--- src/rtl/muldiv_pkg.sv ---
// Shared definitions for the HI/LO multiply/divide unit: op encodings,
// FSM state type and the divide-by-zero LO pattern.
package muldiv_pkg;

    localparam logic [1:0] OP_MULT  = 2'd0;
    localparam logic [1:0] OP_MULTU = 2'd1;
    localparam logic [1:0] OP_DIV   = 2'd2;
    localparam logic [1:0] OP_DIVU  = 2'd3;

    typedef enum logic [1:0] {
        IDLE  = 2'd0,
        CALC  = 2'd1,
        FIXUP = 2'd2
    } state_e;

    // Sliced down to the instance WIDTH by users (WIDTH <= 64).
    localparam int unsigned DIV0_W = 64;
    localparam logic [DIV0_W-1:0] DIV0_LO = {DIV0_W{1'b1}};

endpackage

--- src/rtl/muldiv_div_step.sv ---
// One combinational restoring-division iteration: shifts the next dividend
// bit into the partial remainder and produces one quotient bit.
module muldiv_div_step #(
    parameter int WIDTH = 32
) (
    input  logic [WIDTH-1:0] rem_i,
    input  logic [WIDTH-1:0] quot_i,
    input  logic [WIDTH-1:0] divisor_i,
    output logic [WIDTH-1:0] rem_o,
    output logic [WIDTH-1:0] quot_o
);

    logic [WIDTH:0] shifted_s;

    // Trial subtract; the difference always fits WIDTH bits when it is kept.
    always_comb begin
        shifted_s = {rem_i, quot_i[WIDTH-1]};
        if (shifted_s >= {1'b0, divisor_i}) begin
            rem_o  = shifted_s[WIDTH-1:0] - divisor_i;
            quot_o = {quot_i[WIDTH-2:0], 1'b1};
        end else begin
            rem_o  = shifted_s[WIDTH-1:0];
            quot_o = {quot_i[WIDTH-2:0], 1'b0};
        end
    end

endmodule

--- src/rtl/muldiv_unit.sv ---
// Iterative HI/LO multiply/divide unit (MULT/MULTU/DIV/DIVU) with MTHI/MTLO.
// Define MULDIV_FAST_MUL_EN for a single-cycle combinational multiply.
module muldiv_unit
    import muldiv_pkg::*;
#(
    parameter int WIDTH = 32,
    parameter int CNT_W = 6
) (
    input  logic             clk,
    input  logic             rst,
    input  logic             start,
    input  logic [1:0]       op,
    input  logic [WIDTH-1:0] operand_a,
    input  logic [WIDTH-1:0] operand_b,
    input  logic             mthi_en,
    input  logic             mtlo_en,
    input  logic [WIDTH-1:0] mt_data,
    output logic [WIDTH-1:0] hi,
    output logic [WIDTH-1:0] lo,
    output logic             busy,
    output logic             done
);

    localparam logic [WIDTH-1:0] ZERO_W  = {WIDTH{1'b0}};
    localparam logic [WIDTH-1:0] ONES_W  = {WIDTH{1'b1}};
    localparam logic [WIDTH-1:0] MIN_NEG = {1'b1, {(WIDTH-1){1'b0}}};

    state_e             state_q, state_d;
    logic [1:0]         op_q, op_d;
    logic [CNT_W-1:0]   cnt_q, cnt_d;
    logic [2*WIDTH-1:0] acc_q, acc_d;
    logic [WIDTH-1:0]   breg_q, breg_d;
    logic               neg_res_q, neg_res_d, neg_rem_q, neg_rem_d;
    logic [WIDTH-1:0]   hi_q, hi_d, lo_q, lo_d;
    logic               busy_q, busy_d, done_q, done_d;

    logic               signed_op_s, is_div_s, a_neg_s, b_neg_s;
    logic [WIDTH-1:0]   a_abs_s, b_abs_s, addend_s, div_rem_s, div_quot_s;
    logic [WIDTH:0]     mul_sum_s;
    logic [2*WIDTH-1:0] mul_next_s, prod_fix_s;
    logic [WIDTH-1:0]   quot_fix_s, rem_fix_s;

    // Operand sign handling for the request presented this cycle.
    always_comb begin
        signed_op_s = (op == OP_MULT) || (op == OP_DIV);
        is_div_s    = (op == OP_DIV) || (op == OP_DIVU);
        a_neg_s     = signed_op_s & operand_a[WIDTH-1];
        b_neg_s     = signed_op_s & operand_b[WIDTH-1];
        a_abs_s     = a_neg_s ? -operand_a : operand_a;
        b_abs_s     = b_neg_s ? -operand_b : operand_b;
    end

    // Shift-add multiply step: acc = {partial product, remaining multiplier}.
    always_comb begin
        if (acc_q[0]) begin
            addend_s = breg_q;
        end else begin
            addend_s = ZERO_W;
        end
        mul_sum_s  = {1'b0, acc_q[2*WIDTH-1:WIDTH]} + {1'b0, addend_s};
        mul_next_s = {mul_sum_s, acc_q[WIDTH-1:1]};
    end

    muldiv_div_step #(.WIDTH(WIDTH)) u_div_step (
        .rem_i     (acc_q[2*WIDTH-1:WIDTH]),
        .quot_i    (acc_q[WIDTH-1:0]),
        .divisor_i (breg_q),
        .rem_o     (div_rem_s),
        .quot_o    (div_quot_s)
    );

    // Sign correction applied on the FIXUP edge.
    always_comb begin
        prod_fix_s = neg_res_q ? -acc_q : acc_q;
        quot_fix_s = neg_res_q ? -acc_q[WIDTH-1:0] : acc_q[WIDTH-1:0];
        rem_fix_s  = neg_rem_q ? -acc_q[2*WIDTH-1:WIDTH] : acc_q[2*WIDTH-1:WIDTH];
    end

`ifdef MULDIV_FAST_MUL_EN
    logic [2*WIDTH-1:0] fast_a_s, fast_b_s, fast_prod_s;

    // Sign-extended full-width multiply; low 2*WIDTH bits are exact.
    always_comb begin
        fast_a_s    = signed_op_s ? {{WIDTH{operand_a[WIDTH-1]}}, operand_a} : {ZERO_W, operand_a};
        fast_b_s    = signed_op_s ? {{WIDTH{operand_b[WIDTH-1]}}, operand_b} : {ZERO_W, operand_b};
        fast_prod_s = fast_a_s * fast_b_s;
    end
`endif

    // Next-state logic for the FSM, datapath and HI/LO registers.
    always_comb begin
        state_d   = state_q;
        op_d      = op_q;
        cnt_d     = cnt_q;
        acc_d     = acc_q;
        breg_d    = breg_q;
        neg_res_d = neg_res_q;
        neg_rem_d = neg_rem_q;
        hi_d      = hi_q;
        lo_d      = lo_q;
        busy_d    = busy_q;
        done_d    = 1'b0;
        case (state_q)
            IDLE: begin
                if (start) begin
                    op_d      = op;
                    cnt_d     = {CNT_W{1'b0}};
                    busy_d    = 1'b1;
                    neg_res_d = 1'b0;
                    neg_rem_d = 1'b0;
                    if (is_div_s) begin
                        breg_d = b_abs_s;
                        // Special divides preload the final result and skip CALC.
                        if (operand_b == ZERO_W) begin
                            acc_d   = {operand_a, DIV0_LO[WIDTH-1:0]};
                            state_d = FIXUP;
                        end else if ((op == OP_DIV) && (operand_a == MIN_NEG) && (operand_b == ONES_W)) begin
                            acc_d   = {ZERO_W, MIN_NEG};
                            state_d = FIXUP;
                        end else begin
                            acc_d     = {ZERO_W, a_abs_s};
                            neg_res_d = a_neg_s ^ b_neg_s;
                            neg_rem_d = a_neg_s;
                            state_d   = CALC;
                        end
                    end else begin
`ifdef MULDIV_FAST_MUL_EN
                        acc_d   = fast_prod_s;
                        state_d = FIXUP;
`else
                        acc_d     = {ZERO_W, b_abs_s};
                        breg_d    = a_abs_s;
                        neg_res_d = a_neg_s ^ b_neg_s;
                        state_d   = CALC;
`endif
                    end
                end else begin
                    if (mthi_en) begin
                        hi_d = mt_data;
                    end else begin
                        hi_d = hi_q;
                    end
                    if (mtlo_en) begin
                        lo_d = mt_data;
                    end else begin
                        lo_d = lo_q;
                    end
                end
            end
            CALC: begin
                if ((op_q == OP_DIV) || (op_q == OP_DIVU)) begin
                    acc_d = {div_rem_s, div_quot_s};
                end else begin
                    acc_d = mul_next_s;
                end
                cnt_d = cnt_q + {{(CNT_W-1){1'b0}}, 1'b1};
                if (cnt_q == CNT_W'(WIDTH - 1)) begin
                    state_d = FIXUP;
                end else begin
                    state_d = CALC;
                end
            end
            FIXUP: begin
                if ((op_q == OP_DIV) || (op_q == OP_DIVU)) begin
                    hi_d = rem_fix_s;
                    lo_d = quot_fix_s;
                end else begin
                    hi_d = prod_fix_s[2*WIDTH-1:WIDTH];
                    lo_d = prod_fix_s[WIDTH-1:0];
                end
                busy_d  = 1'b0;
                done_d  = 1'b1;
                state_d = IDLE;
            end
            default: begin
                state_d = IDLE;
                busy_d  = 1'b0;
            end
        endcase
    end

    // State and output registers with synchronous reset.
    always_ff @(posedge clk) begin
        if (rst) begin
            state_q   <= IDLE;
            op_q      <= 2'd0;
            cnt_q     <= {CNT_W{1'b0}};
            acc_q     <= {(2*WIDTH){1'b0}};
            breg_q    <= ZERO_W;
            neg_res_q <= 1'b0;
            neg_rem_q <= 1'b0;
            hi_q      <= ZERO_W;
            lo_q      <= ZERO_W;
            busy_q    <= 1'b0;
            done_q    <= 1'b0;
        end else begin
            state_q   <= state_d;
            op_q      <= op_d;
            cnt_q     <= cnt_d;
            acc_q     <= acc_d;
            breg_q    <= breg_d;
            neg_res_q <= neg_res_d;
            neg_rem_q <= neg_rem_d;
            hi_q      <= hi_d;
            lo_q      <= lo_d;
            busy_q    <= busy_d;
            done_q    <= done_d;
        end
    end

    assign hi   = hi_q;
    assign lo   = lo_q;
    assign busy = busy_q;
    assign done = done_q;

endmodule

--- config.mk ---
export PLATFORM = sky130hd
export DESIGN_NAME = muldiv_unit
export DESIGN_NICKNAME = d
export VERILOG_FILES = /design/src/rtl/muldiv_pkg.sv /design/src/rtl/muldiv_div_step.sv /design/src/rtl/muldiv_unit.sv
export SDC_FILE = /design/constraint.sdc
export NUM_CORES = 1
export LEC_CHECK = 0
export BUFFER_PORTS_ARGS = -buffer_cell sky130_fd_sc_hd__buf_2
export CAP_MARGIN = 10
export CELL_PAD_IN_SITES_DETAIL_PLACEMENT = 1
export CELL_PAD_IN_SITES_GLOBAL_PLACEMENT = 2
export CORE_MARGIN = 3
export CORE_UTILIZATION = 35
export DETAILED_ROUTE_END_ITERATION = 8
export PLACE_DENSITY_LB_ADDON = 0.12
export SYNTH_ARGS = -nofsm -noshare
export SYNTH_HDL_FRONTEND = slang
export SYNTH_SLANG_ARGS = --single-unit
--- constraint.sdc ---
create_clock -name clk -period 4.64 [get_ports clk]
set_input_delay 0 -clock clk [delete_from_list [all_inputs] [get_ports clk]]
set_output_delay 0 -clock clk [all_outputs]
set_load 0.02 [all_outputs]
# After elaboration in Yosys (flattened, before gate mapping)
# Index checks and enable logic that the tools add are counted.
# Widths: inputs -> output; s select.
# op_classes
div_mod_pow	0
multipliers	0
eq_ne	13
n_lt_le_gt_ge	1
reduce_logical	15
addsub	8
shifts	0
mux	40
n_bitwise	4
# op_table
operator	count
$mux 32	14
$mux 64	5
$neg 32->32	4
$pmux 32 s2	2
$pmux 64 s2	1
$eq 32x32->1 const B	2
$neg 64->64	1
$add 32x32->33	1
$ge 33x32->1	1
$logic_not 32->1	1
$sub 32x32->32	1
$pmux 6 s2	1
$eq 2x2->1 const B	5
$mux 2	5
$mux 1	9
$ne 2x2->1 const B	4
$add 6x1->6 const B	1
$eq 6x5->1 const B	1
$mux 6	1
$reduce_and 2->1	3
$reduce_and 3->1	2
$logic_not 2->1	2
$pmux 2 s2	1
$reduce_bool 2->1	2
7 further kinds	11
# totals
mem_count	0
ff_bits	174
ram_bits	0
output_inout_bits	66
word_cells	92
latchBits	0
romBits	0

# Depth between registers and ports, before layout
# Gate-level depths: netlist of run 1.
# depth
depth_word	9
depth_mapped	14
ltp_nobuf	13

# Modules after synthesis
# From an unflattened synthesis of run 1, not the netlist that was laid out.
# hier_totals
hier_cells	2094
area_unflattened_um2	15790.1
# by_module_without_submodules
mod	seq_area_each_um2	cells_each	area_per_inst_um2	instances
muldiv_unit	3463.3	1740	13226.4	1
muldiv_div_step	0.0	354	2563.7	1

# Worst setup path before layout of run 1
# Ideal clock, no wire load.
# synth_timing
path_type	flip-flop to flip-flop
startpoint	register acc_q[0]
endpoint	register acc_q[63]
required_ns	4.504
arrival_ns	3.169
stages_incl_launch_ff	15
period_less_slack_ns	3.305
setup_time_ns	0.136
slack_ns	1.335
path_cell_list	dfxtp_1 > clkinv_1 > clkbuf_1 > nor2_1 > ha_1 > clkbuf_1 > a211oi_1 > nand2_1 > or4b_1 > o21ai_0 > o31ai_1 > a31oi_1 > o221ai_1 > a211oi_1 > o32ai_1
# synth_via
elab_chain_cells	4
# synth_lines
item	line_no	text
from (decl)	muldiv_unit.sv:31	logic [2*WIDTH-1:0] acc_q, acc_d;
from (signal assigned)	muldiv_unit.sv:188	acc_q <= {(2*WIDTH){1'b0}};
$mux 32	muldiv_unit.sv:55	if (acc_q[0]) begin
$add 32x32->33	muldiv_unit.sv:60	mul_sum_s = {1'b0, acc_q[2*WIDTH-1:WIDTH]} + {1'b0, addend_s};
$mux 64	muldiv_unit.sv:151	if ((op_q == OP_DIV) || (op_q == OP_DIVU)) begin
$pmux 64 s2	muldiv_unit.sv:103	case (state_q)
# No other way between the ends.
# A chain may end at the register's enable or synchronous reset.

# Worst setup path after layout of run 1
# Ends and elaborated chain as after synthesis.

==> flow_metrics.tcl, run 1 <==
set metrics [dict create \
    run_status "completed" \
    synth_largest_area_cell "dfxtp_1" \
    gp_congestion 0.915 \
    critPathMaxStageDelay_ns 0.59 \
    grt_pass1_vias 16900 \
    grt_max_degree 92 \
    syn2layout_area_growth_pct 15.4 \
    arrival_ns 4.63 \
    path_buf_inv 2 \
    yosys_warnings 0 \
    grt_pass1_wl_microns 109000 \
    worstReg2RegStart "acc_q[0]" \
    syn_nets 2277 \
    netlist_top_cells_area "dfxtp_1 (22%), mux2i_1 (6.9%), xnor2_1 (6.2%)" \
    clk_pin_slew_ns 0.08 \
    rows 76 \
    finalSetupTns_ns 0 \
    synth_xor_area_share_pct 9.15 \
    min_to "acc_q[32]" \
    ctsRootBufferMaster "clkbuf_16" \
    synth-compound-area-share_pct 27.9 \
    wire_per_inst_microns 25.8 \
    synth.area.mux_share_pct 8.09 \
    synth_top_family_by_area "compound AO/OA/AOI/OAI gates" \
    core_area_sq_mm 0.0436 \
    fmax_mhz 232 \
    netlist_instances 2102 \
    maxCapViolations 0 \
    ys_seq_area_share_pct 22.2 \
    worstHoldStart "operand_a[0]" \
    leakage_nw 7.13 \
    synth_seq_cells 173 \
    slowest_stage "clkinv_1" \
    synth_cell_types 86 \
    startpoint_type "register" \
    synthTopCellsByCount "nor2_1 (250), a21oi_1 (191), dfxtp_1 (173), nand2_1 (146), clkbuf_1 (122)" \
    synthAdderAreaFrac_pct 5.87 \
    fp.dieH_microns 217 \
    cts_sinks 173 \
    worstPathRequired_ns 4.95 \
    rsz0062_at_grt "no" \
    cp_max_fo 17 \
    setup_violations 0 \
    die_area_sq_mm 0.0471 \
    synthArstFlopShare_pct 0 \
    cts_max_level 4 \
    endpoint_kind "register" \
    initial_core_util_pct 35.8 \
    place_hpwl_microns 56800 \
    finalHoldViolations 0 \
    drt-vias-per-instance 6.04 \
    cellPowerDensity_mw_per_mm2 285 \
    maxSlewViolCount 0 \
    grt_antenna_before_repair 1 \
    num_vias 17000 \
    drt-pass1-iter-count 5 \
    clk_latency_ns 0.47 \
    boundaryPins 169 \
    hold_path_class "in -> reg" \
    synth_area_sq_mm 0.0156 \
    postRouteAntennaNets 0 \
    post_cts_buffers 0 \
    ys.flop_type "dfxtp_1" \
    dr.first_iter.drc_count 1236 \
    slew_headroom_pct 25.5 \
    cts_buffer_depth 2 \
    nNetsFinal 2397 \
    worstRegToRegCells 12 \
    placedCellCount 2745 \
    ir_drop_uv 219 \
    layout-drive-gt1-share_pct 13.4 \
    overflow 0 \
    synth_most_common_cell "nor2_1" \
    holdWs_ns 0.0297 \
    skew_ns 0.0141 \
    port_buffers 168 \
    route.detailed.drc 0 \
    cts_tree "done" \
    hold_depth 4 \
    syn_avg_cell_area_sq_um 7.42 \
    n_antenna_cell 0 \
    cts_buffers 17 \
    synth-simple-area-share_pct 21.2 \
    post-route-min-period_ns 4.31 \
    die_w_microns 217 \
    instances_no_fill 2820 \
    synth-edff-count 0 \
    path_delay_family "compound AO/OA/AOI/OAI gates" \
    r2r_slack_ns 0.33 \
    crit_type "reg -> reg" \
    wirelength_microns 72900 \
    min_period_over_period_pct 92.9 \
    r2r_end "acc_q[63]" \
    grt_usage_pct 30.1 \
    synth_top_area_share_pct 22.2 \
    worstPathCellList "clkinv_1 -> buf_4 -> nor2_1 -> ha_1 -> a21oi_1 -> or4b_1 -> o21ai_0 -> o31ai_1 -> a31oi_1 -> o221ai_1 -> a211oi_1 -> o32ai_1" \
    holdBufCountCts 42 \
    tightest_slew_ns 1.11 \
    cts_resized 0 \
]
[how the worst max path moves through the flow]
stage / startpoint / to / slack [ns] / depth (start not counted)
finish: acc_q[0] / acc_q[63] / 0.33 / 12
global placement: acc_q[0] / acc_q[63] / 0.60 / 12
CTS: acc_q[0] / acc_q[63] / 0.43 / 12
floorplan: acc_q[0] / acc_q[63] / 1.34 / 14
detailed placement: acc_q[0] / acc_q[63] / 0.45 / 12
global route: acc_q[0] / acc_q[63] / 0.05 / 12
[worst reg2reg max path: cells and delay by family (launching register included)]
kind	cells	cell delay, ns
AND/OR/NAND/NOR	2	0.60
flip-flops	1	0.43
adder cells (fa/ha/maj)	1	0.28
AO/OA/AOI/OAI	7	1.86
buffers and inverters	2	0.98
[cell type report]
class                   instances  area [sq um]
clock inverters                15           194
well taps                     585           732
repair buffers                258          1640
clock buffers                  17           425
inverters                      69           259
flip-flops and latches        173          3470
fillers                      5459         25600
multi-input cells            1703         11300
[placed cells by master, fill, tap and decap left out, types with 28 or more instances in the layout]
cell type      instances
a211oi_1              97
a21oi_1              191
buf_2                167
buf_4                 46
dfxtp_1              172
dlygate4sd3_1         42
ha_1                  70
inv_1                 68
mux2i_1              108
nand2_1              145
nand3_1               39
nand4_1               28
nor2_1               249
nor3_1                45
o21ai_0              106
xnor2_1              110
xor2_1                53
[flip-flops by register name, summed over array words and instances, names as in the netlist, 2 cells and up]
| signal | flops |
|---|---|
| cnt_q | 6 |
| state_q | 2 |
| breg_q | 32 |
| lo | 32 |
| acc_q | 64 |
| hi | 32 |
[cell families (layout without fill, tap and decap cells)]
family	after synthesis	count (layout)
buffers and inverters	226	359
AND/OR/NAND/NOR	684	684
AO/OA/AOI/OAI	660	660
flip-flops	173	173
XOR/XNOR	163	163
multiplexers	124	124
adder cells (fa/ha/maj)	72	72
[where the power goes]
group | switching (mW) | internal (mW)
clock network | 0.793 | 0.784
registers | 0.126 | 1.58
logic | 1.19 | 0.667
[per-layer routing]
layer	routed length (microns)	track usage, %
met4	2020	8.37
met3	4040	4.57
met1	33100	40.6
met5	0	0
met2	33700	49.9
[metrics by stage]
stage	power [mW]	cell area, sq um	setup slack [ns]	utilization [%]
floorplan	2.87	15600	1.34	-
global placement	3.51	16900	0.604	38.9
detailed placement	3.54	16900	0.449	38.9
CTS	5.14	18000	0.430	41.3
global route	5.38	18000	0.0492	41.3
finish	5.14	18000	0.329	41.3
Power figures use the tool's default switching activity.
==> run 2: changes to the inputs <==
ABC_AREA = 1   (was default)
CORE_UTILIZATION = 32   (was 35)
==> run 2 against run 1 <==
Routed wire length grew 46%. Clock skew is 0.0064 ns higher. Die area up 28%. Hold slack worse by 0.024 ns. Total power increased by 21%. Via count rose by 38%. Final area rose by 17%. Critical path depth fell by 4. Non-clock buffer count is 5 higher. Sequential share of layout area decreased by 2.8 points. Synthesized cell count increased by 56%. Largest cell class unchanged. Combinational power rose by 54%.
==> flow_metrics.tcl, run 2 <==
set metrics [dict create \
    run_status "completed" \
    wirelength_microns 106000 \
    final_common_cell "nand2_1" \
    endpoint_kind "register" \
    tightest_slew_ns 1.20 \
    fp.dieH_microns 246 \
    leakage_nw 10.5 \
    finalPower_mw 6.21 \
    n_antenna_cell 0 \
    cellPowerDensity_mw_per_mm2 294 \
    drt-vias-per-instance 5.57 \
    grt_antenna_before_repair 3 \
    synth_most_common_cell "nand2_1" \
    port_buffers 168 \
    post_dp_cell_area_sq_mm 0.0199 \
    synthTopCellsByCount "nand2_1 (1005), inv_1 (431), nor2_1 (286), nand3_1 (268), o21ai_0 (245)" \
    ys.flop_type "dfxtp_1" \
    crit_type "reg -> reg" \
    maxCapViolations 0 \
    worstPathRequired_ns 5.06 \
    setup_violations 0 \
    netlist_instances 3288 \
    grt_pass1_wl_microns 154000 \
    fillers 7807 \
    critPathCapture "hi[0]" \
    skew_ns 0.0204 \
    finalSetupTns_ns 0 \
    rsz0062_at_grt "no" \
    synth_seq_cells 173 \
    die_w_microns 246 \
    wire_per_inst_microns 25.3 \
    r2r_slack_ns 0.93 \
    finalHoldViolations 0 \
    syn_avg_cell_area_sq_um 5.59 \
    critPathLaunch "state_q[1]" \
    drt-pass1-iter-count 6 \
    ys_seq_area_share_pct 18.9 \
    cts_buffer_depth 2 \
    syn_nets 3463 \
    postRouteAntennaNets 0 \
    arrival_ns 4.13 \
    netlist_top_cells_area "nand2_1 (21%), dfxtp_1 (19%), inv_1 (8.8%)" \
    registers.top_by_ff_count "acc_q" \
    num_vias 23400 \
    grt_pass1_vias 22900 \
    power_switching_mw 3.04 \
    core_area_sq_mm 0.0566 \
    route.detailed.drc 0 \
    cts_buffers 17 \
    die_area_sq_mm 0.0603 \
    fmax_mhz 269 \
    synth_cell_types 57 \
    switching_share_pct 48.9 \
    cts_sinks 173 \
    worstReg2RegStart "state_q[1]" \
    cp_max_fo 44 \
    initial_core_util_pct 32.4 \
    synth_largest_area_cell "nand2_1" \
    nNetsFinal 3611 \
    min_period_over_period_pct 80.0 \
    synthArstFlopShare_pct 0 \
    synth_top_area_share_pct 20.5 \
    power_frac_comb_pct 46.1 \
    placedCellCount 4122 \
    instances_no_fill 4205 \
    clkPwrFrac_pct 25.4 \
    maxSlewViolCount 0 \
    final_cell_mix "nand2_1 (1005), inv_1 (430), nor2_1 (282)" \
    grt_max_degree 103 \
    layout-drive-gt1-share_pct 9.02 \
    post_cts_buffers 0 \
    synth-edff-count 0 \
    cts_max_level 4 \
    clk_pin_slew_ns 0.08 \
    place_hpwl_microns 87200 \
    synth_area_sq_mm 0.0184 \
    grt_usage_pct 34.4 \
    yosys_warnings 0 \
    busiest_layer "met2" \
    ir_drop_uv 289 \
    met2_usage_pct 52.5 \
    worstRegToRegCells 8 \
    largest_reg_flops 64 \
    overflow 0 \
    startpoint_type "register" \
    post-route-min-period_ns 3.71 \
    slew_headroom_pct 20.0 \
    gp_congestion 0.989 \
    ctsRootBufferMaster "clkbuf_16" \
    grt_use_met1_pct 47.8 \
    r2r_end "hi[0]" \
    hold_path_class "in -> reg" \
    boundaryPins 169 \
    fin_area_sq_mm 0.0211 \
    syn2layout_area_growth_pct 14.8 \
    grt_use_met3_pct 6.52 \
    rows 87 \
    seqPwrFrac_pct 28.6 \
    p_int_mw 3.17 \
    clk_latency_ns 0.49 \
    cts_tree "done" \
    dr.first_iter.drc_count 2090 \
]
run 2: cell count changes after synthesis, sizes merged, moves of 25 or more:
cell / before / now
nor2: 251 / 301
nand3: 40 / 273
clkbuf: 122 / 93
inv: 68 / 436
a21oi: 191 / 225
mux2i: 108 / 2
xnor2: 110 / 14
nand4: 28 / 71
nand2: 146 / 1011
o21ai: 111 / 260
a211oi: 98 / 2
o31ai: 25 / 0
run 2: final cells by class:
cell class,instances,area [sq um],share of cell area (%)
tap,756,946,4.49
clock inverter,14,176,0.837
clock buffer,18,439,2.08
inverter,444,1670,7.91
timing repair buffer,263,1690,8.02
multi-input combinational,2537,12700,60.2
sequential,173,3470,16.5
run 2: cells by family after synthesis:
group / after synthesis / share of synthesized area (%)
multiplexers: 2 / 0.109
adder cells (fa/ha/maj): 72 / 4.99
XOR/XNOR: 91 / 4.34
AO/OA/AOI/OAI: 623 / 19.0
buffers and inverters: 578 / 12.2
AND/OR/NAND/NOR: 1749 / 40.6
flip-flops: 173 / 18.9
run 2: power by group through the flow:
stage	combinational, mW	clock [mW]	sequential, mW
6_report	2.86	1.57	1.77
5_1_grt	3.11	1.63	1.78
4_1_cts	2.80	1.58	1.77
3_5_place_dp	2.75	0	1.80
3_3_place_gp	2.73	0	1.80
2_1_floorplan	1.72	0	1.74
run 2: what timing repair did:
item | CTS | global route
setup endpoints to repair | 0 | 0
hold buffers | 50 | 0
endpoints found under the hold margin | 47 | 0
resized for setup | 0 | 0
run 2: how the worst min path moves through the flow:
stage | startpoint | endpoint | slack [ns] | depth (start not counted)
final | mt_data[30] | hi[30] | 0.006 | 5
after global routing | mt_data[30] | hi[30] | 0.02 | 5
after CTS | mt_data[30] | hi[30] | 0.0003 | 5
after detailed placement | mt_data[1] | lo[1] | 0.29 | 3
after global placement | mt_data[1] | lo[1] | 0.29 | 3
after floorplan | operand_a[0] | breg_q[0] | 0.16 | 2
run 2: per-layer routing:
layer  part of all wire (%)  up-vias
met1                     46    11400
met4                    3.9        6
li1                       -    11000
met5                  0.033        -
met3                    6.8      146
met2                     43      805
run 2: stage by stage:
stage | util, % | hold slack [ns] | setup WS [ns]
floorplan | - | 0.159 | 2.26
global placement | 35.2 | 0.294 | 1.07
detailed placement | 35.2 | 0.290 | 0.981
CTS | 37.2 | 0.000303 | 0.594
global route | 37.2 | 0.0179 | 0.455
finish | 37.2 | 0.00554 | 0.928
run 2: critical path, stage by stage, from the launching register on:
cell	delay, ns
dfxtp_1	0.40
inv_1	0.08
nor2_1	0.27
clkinv_1	0.44
nand2_1	0.64
clkinv_1	1.08
o21ai_0	0.54
nand2_1	0.09
nand2_1	0.08
